## src/rtl/ram_arb_pkg.sv

```systemverilog
// Shared types and constants for the two-port RAM16K arbiter.
package ram_arb_pkg;
    typedef enum logic [1:0] {
        IDLE = 2'd0,
        OWN0 = 2'd1,
        OWN1 = 2'd2
    } arb_state_t;

    localparam int ADDR_W_DEF = 14;
    localparam int DATA_W_DEF = 16;

    localparam logic SIDE0 = 1'b0;
    localparam logic SIDE1 = 1'b1;
endpackage

```

## src/rtl/ram_arb_pick.sv

```systemverilog
// Combinational winner select: owner keeps the RAM until it drops req or
// its hold budget runs out while the other side waits.
import ram_arb_pkg::*;

module ram_arb_pick (
    input  arb_state_t state,
    input  logic       rr,
    input  logic       req0,
    input  logic       req1,
    input  logic       hold_max,
    output logic       gnt0,
    output logic       gnt1
);
    logic idle0;
    logic idle1;

    assign idle0 = req0 & (~req1 | (rr == SIDE0));
    assign idle1 = req1 & (~req0 | (rr == SIDE1));

    always_comb begin
        gnt0 = idle0;
        gnt1 = idle1;
        case (state)
            OWN0: if (req0 && (!req1 || !hold_max)) begin
                gnt0 = 1'b1;
                gnt1 = 1'b0;
            end
            OWN1: if (req1 && (!req0 || !hold_max)) begin
                gnt0 = 1'b0;
                gnt1 = 1'b1;
            end
            default: ;
        endcase
    end
endmodule

```

## src/rtl/ram16k_arbiter.sv

```systemverilog
// Round-robin arbiter sharing one RAM16K between two requesters, with
// bounded lock ownership and registered read return.
//
// state | meaning
// IDLE  | no owner, round-robin decides between simultaneous requests
// OWN0  | requester 0 holds the RAM after a locked grant
// OWN1  | requester 1 holds the RAM after a locked grant
import ram_arb_pkg::*;

module ram16k_arbiter #(
    parameter int ADDR_W   = ADDR_W_DEF,
    parameter int DATA_W   = DATA_W_DEF,
    parameter int MAX_HOLD = 8
) (
    input  logic              clk,
    input  logic              rst_n,
    input  logic              req0,
    input  logic              req1,
    input  logic              we0,
    input  logic              we1,
    input  logic              lock0,
    input  logic              lock1,
    input  logic [ADDR_W-1:0] addr0,
    input  logic [ADDR_W-1:0] addr1,
    input  logic [DATA_W-1:0] wdata0,
    input  logic [DATA_W-1:0] wdata1,
    output logic              gnt0,
    output logic              gnt1,
    output logic              rvalid0,
    output logic              rvalid1,
    output logic [DATA_W-1:0] rdata0,
    output logic [DATA_W-1:0] rdata1,
    output logic [DATA_W-1:0] ram_in,
    output logic              ram_load,
    output logic [ADDR_W-1:0] ram_address,
    input  logic [DATA_W-1:0] ram_out
);
    localparam int                HOLD_W   = $clog2(MAX_HOLD + 1);
    localparam logic [HOLD_W-1:0] HOLD_LIM = HOLD_W'(MAX_HOLD);

    arb_state_t        state;
    logic              rr;
    logic [HOLD_W-1:0] hold_cnt;
    logic [HOLD_W-1:0] hold_inc;
    logic              pick0;
    logic              pick1;
    logic              keep;

    ram_arb_pick u_pick (
        .state    (state),
        .rr       (rr),
        .req0     (req0),
        .req1     (req1),
        .hold_max (hold_cnt == HOLD_LIM),
        .gnt0     (pick0),
        .gnt1     (pick1)
    );

    // Grants are gated by reset so nothing reaches the RAM while held in reset.
    assign gnt0 = pick0 & rst_n;
    assign gnt1 = pick1 & rst_n;

    assign ram_load    = (gnt0 & we0) | (gnt1 & we1);
    assign ram_address = gnt0 ? addr0  : (gnt1 ? addr1  : '0);
    assign ram_in      = gnt0 ? wdata0 : (gnt1 ? wdata1 : '0);

    assign keep     = ((state == OWN0) & gnt0) | ((state == OWN1) & gnt1);
    assign hold_inc = (hold_cnt == HOLD_LIM) ? HOLD_LIM : hold_cnt + HOLD_W'(1);

    always_ff @(posedge clk or negedge rst_n) begin
        if (!rst_n) begin
            state    <= IDLE;
            rr       <= SIDE0;
            hold_cnt <= '0;
            rvalid0  <= 1'b0;
            rvalid1  <= 1'b0;
            rdata0   <= '0;
            rdata1   <= '0;
        end else begin
            rvalid0 <= gnt0 & ~we0;
            rvalid1 <= gnt1 & ~we1;
            if (gnt0 && !we0) rdata0 <= ram_out;
            if (gnt1 && !we1) rdata1 <= ram_out;

            // rr only advances on grants decided by the round-robin rule.
            if ((gnt0 || gnt1) && !keep)
                rr <= gnt0 ? SIDE1 : SIDE0;

            if (gnt0) begin
                if (lock0) begin
                    state    <= OWN0;
                    hold_cnt <= (state == OWN0) ? hold_inc : HOLD_W'(1);
                end else begin
                    state    <= IDLE;
                    hold_cnt <= '0;
                end
            end else if (gnt1) begin
                if (lock1) begin
                    state    <= OWN1;
                    hold_cnt <= (state == OWN1) ? hold_inc : HOLD_W'(1);
                end else begin
                    state    <= IDLE;
                    hold_cnt <= '0;
                end
            end else begin
                state    <= IDLE;
                hold_cnt <= '0;
            end
        end
    end
endmodule

```

## config.mk

```make
export PLATFORM = sky130hd
export DESIGN_NAME = ram16k_arbiter
export DESIGN_NICKNAME = d
export VERILOG_FILES = /design/src/rtl/ram_arb_pkg.sv /design/src/rtl/ram_arb_pick.sv /design/src/rtl/ram16k_arbiter.sv
export SDC_FILE = /design/constraint.sdc
export NUM_CORES = 1
export LEC_CHECK = 0
export ABC_AREA = 1
export CAP_MARGIN = 20
export CORE_ASPECT_RATIO = 1.1
export CORE_MARGIN = 2
export CORE_UTILIZATION = 35
export CTS_CLUSTER_SIZE = 10
export DETAILED_ROUTE_END_ITERATION = 12
export PLACE_DENSITY = 0.88
export SKIP_LAST_GASP = 1
export SYNTH_ARGS = -nofsm -noshare
export SYNTH_HDL_FRONTEND = slang
export SYNTH_HIERARCHICAL = 1
export SYNTH_SLANG_ARGS = --single-unit
```

## constraint.sdc

```tcl
create_clock -name clk -period 4.7 [get_ports clk]
set_clock_uncertainty 0.05 [all_clocks]
set_input_delay 0.94 -clock clk [delete_from_list [all_inputs] [get_ports clk]]
set_output_delay 0.94 -clock clk [all_outputs]
set_load 0.005 [all_outputs]
```

==> out/metrics.yaml <==
power_and_ir_drop:
  powerDensity_mw_per_mm2: 336.7
  p_leak_nw: 1.771
  finalPower_mw: 1.302
  ir_worst_vdd_mv: 0.2414
synthesis:
  yosys_warnings: 6
  synth_async_sr_flop_share: 1.000
  synth_top_flop_cell: "dfrtp_1"
  yosys-top-cells-area: "dfrtp_1, nand2_1, o21ai_1"
  syn_inst: 310
  syn-num-nets: 398
  syn-mean-instance-area_um2: 7.136
  ys_ff_latch: 41
  post-synth-top-area-fraction: 0.4638
  netlist_area_mm2: 0.002212
  ys_types: 22
  synth_edf_count: 0
  ys_seq_area_frac: 0.4638
  synth_top_area_cell: "dfrtp_1"
final_layout:
  fin_cells: 535
  stdcell_area_mm2: 0.003866
  final_util: 0.6280
  mostFrequentLayoutCell: "clkdlybuf4s50_1"
  regArea_mm2: 0.001026
  fillers: 544
  final_layout_size_suffix_gt1_frac: 0.04615
  most-common-layout-cells: "clkdlybuf4s50_1, nand2_1, dfrtp_1, inv_1, o21ai_1"
  area_growth_pct: 74.77
  antenna_cells: 0
  final_nets: 542
  multi_input_area_um2: 958.4
drt:
  vias: 2418
  drtAntennaViolNets: 0
  avgRoutedWirePerCell_um: 13.23
  route.detailed.drc: 0
  drt-total-wl_um: 7078
  vias_per_cell: 4.520
  drt_iter0_markers: 152
  drtPass1Iterations: 4
timing:
  fin_tns_setup_ns: 0
  slew_headroom: 0.6060
  setup_ws_ns: 0.5644
  fmax_mhz: 241.8
  hold_slack_ns: 0.4437
  timing.final.crit_share: 0.8799
  finalSetupViolations: 0
  finalHoldViolations: 0
  drv_slew: 0
  tightest_slew_ns: 0.5890
  finalCriticalPeriod_ns: 4.136
  rsz0062_at_grt: "no"
setup_path:
  reg2reg_depth: 15
  critPathRequiredTime_ns: 3.71
  startpoint: "req0"
  path_class: "in2out"
  r2r_start: "hold_cnt[0]"
  worstSetupStartpointType: "input port"
  r2r-end: "rdata0[14]"
  cp-end-kind: "output port"
  r2r_slack_ns: 1.98
  crit_fanout: 35
  endpoint: "ram_in[1]"
  arrival_ns: 3.15
min_path:
  hold_path.class: "reg2reg"
  min_delay_path_depth: 2
placed_design:
  io_buffer_count: 150
  pre_cts_ws_ns: 0.5756
  gp_congestion: 0.8285
  placed_area_mm2: 0.003746
  dp_hpwl_um: 5400
  place_inst: 527
floorplanning:
  num_io_pins: 151
  core_mm2: 0.006156
  dieArea_mm2: 0.006973
  initial_core_util: 0.3593
  row_count: 30
  die_y_um: 87.38
  die_x_um: 79.80
clock_network:
  cts_buffers: 5
  postCtsHoldBufs: 0
  cts_root_buf: "clkbuf_8"
  cts.clk_slew.worst_paths_ns: 0.07
  clk_latency_ns: 0.29
  post-cts-setup-buffer-count: 0
  cts_htree_levels: 2
  cts.sinks: 41
  cts-resized-gates: 0
  clockBufferDepth: 2
  tritoncts: "yes"
global_routing:
  grt_pass1_vias: 2293
  track_usage: 0.1943
  grt-ovfl-total: 0
  grt_max_degree: 43
  grt_pass1_wl_um: 10850
  antenna_found_initial: 0
run:
  maxCapViolations: 0
status:
  outcome: "complete, no violations"
critical path, stage by stage:
cell             delay [ns]
clkdlybuf4s50_1        0.54
nand2_1                0.07
nand2_1                0.06
nand2_1                0.05
nand2_1                0.05
nand2_1                0.04
inv_1                  0.09
nand2_2                0.09
inv_2                  0.42
nand2_1                0.10
o21ai_0                0.11
clkdlybuf4s50_1        0.58
cell families (layout without fill, tap and decap cells):
family	count (synthesis)	in the layout	share of synthesized area
buf+inv	55	200	0.1029
flops	41	41	0.4638
compound gates	68	68	0.1555
fa+ha+maj	4	4	0.02263
simple gates	142	142	0.2551
metal layers:
metal / vias to the layer above / global-route usage / share of wire
li1: 1250 / - / -
met1: 1085 / 0.2548 / 0.41
met2: 68 / 0.3186 / 0.51
met3: 15 / 0.03631 / 0.053
met4: 0 / 0.07550 / 0.023
met5: - / 0 / 0
worst min path at each step:
stage	slack (ns)	to	startpoint
4_1_cts	0.45	rdata1[12]	rdata1[12]
3_3_place_gp	0.42	rdata1[8]	rdata1[8]
5_1_grt	0.47	rdata1[12]	rdata1[12]
2_1_floorplan	0.41	rr	rr
6_report	0.44	rdata0[13]	rdata0[13]
3_5_place_dp	0.43	rdata1[12]	rdata1[12]
synthesized netlist by cell type (3+ instances only):
cell and count:
a21oi_1 4, buf_2 8, nand3_1 6, clkbuf_1 5, nor2_1 6, o21ai_1 32, nand2_2 4, nand2_1 120
inv_2 3, inv_1 37, o21ai_0 30, dfrtp_1 41, ha_1 4
cell type report:
type / count / share of cell area
Sequential cell: 41 / 0.2654
Clock buffer: 6 / 0.02136
Tap cell: 80 / 0.02589
Clock inverter: 2 / 0.009709
Timing Repair Buffer: 152 / 0.3909
Inverter: 40 / 0.03883
Multi-Input combinational cell: 214 / 0.2479
state kept, by name, indices dropped and copies added, names as in the netlist:
signal,flops
state,2
rdata0,16
rvalid0,1
rvalid1,1
hold_cnt,4
rdata1,16
rr,1
power breakdown:
group          total (mW)  internal (mW)  switching (mW)
registers           0.500          0.444          0.0558
clock network       0.294          0.173           0.121
logic               0.508          0.315           0.192
total                1.30          0.932           0.369
Power figures use the tool's default switching activity.
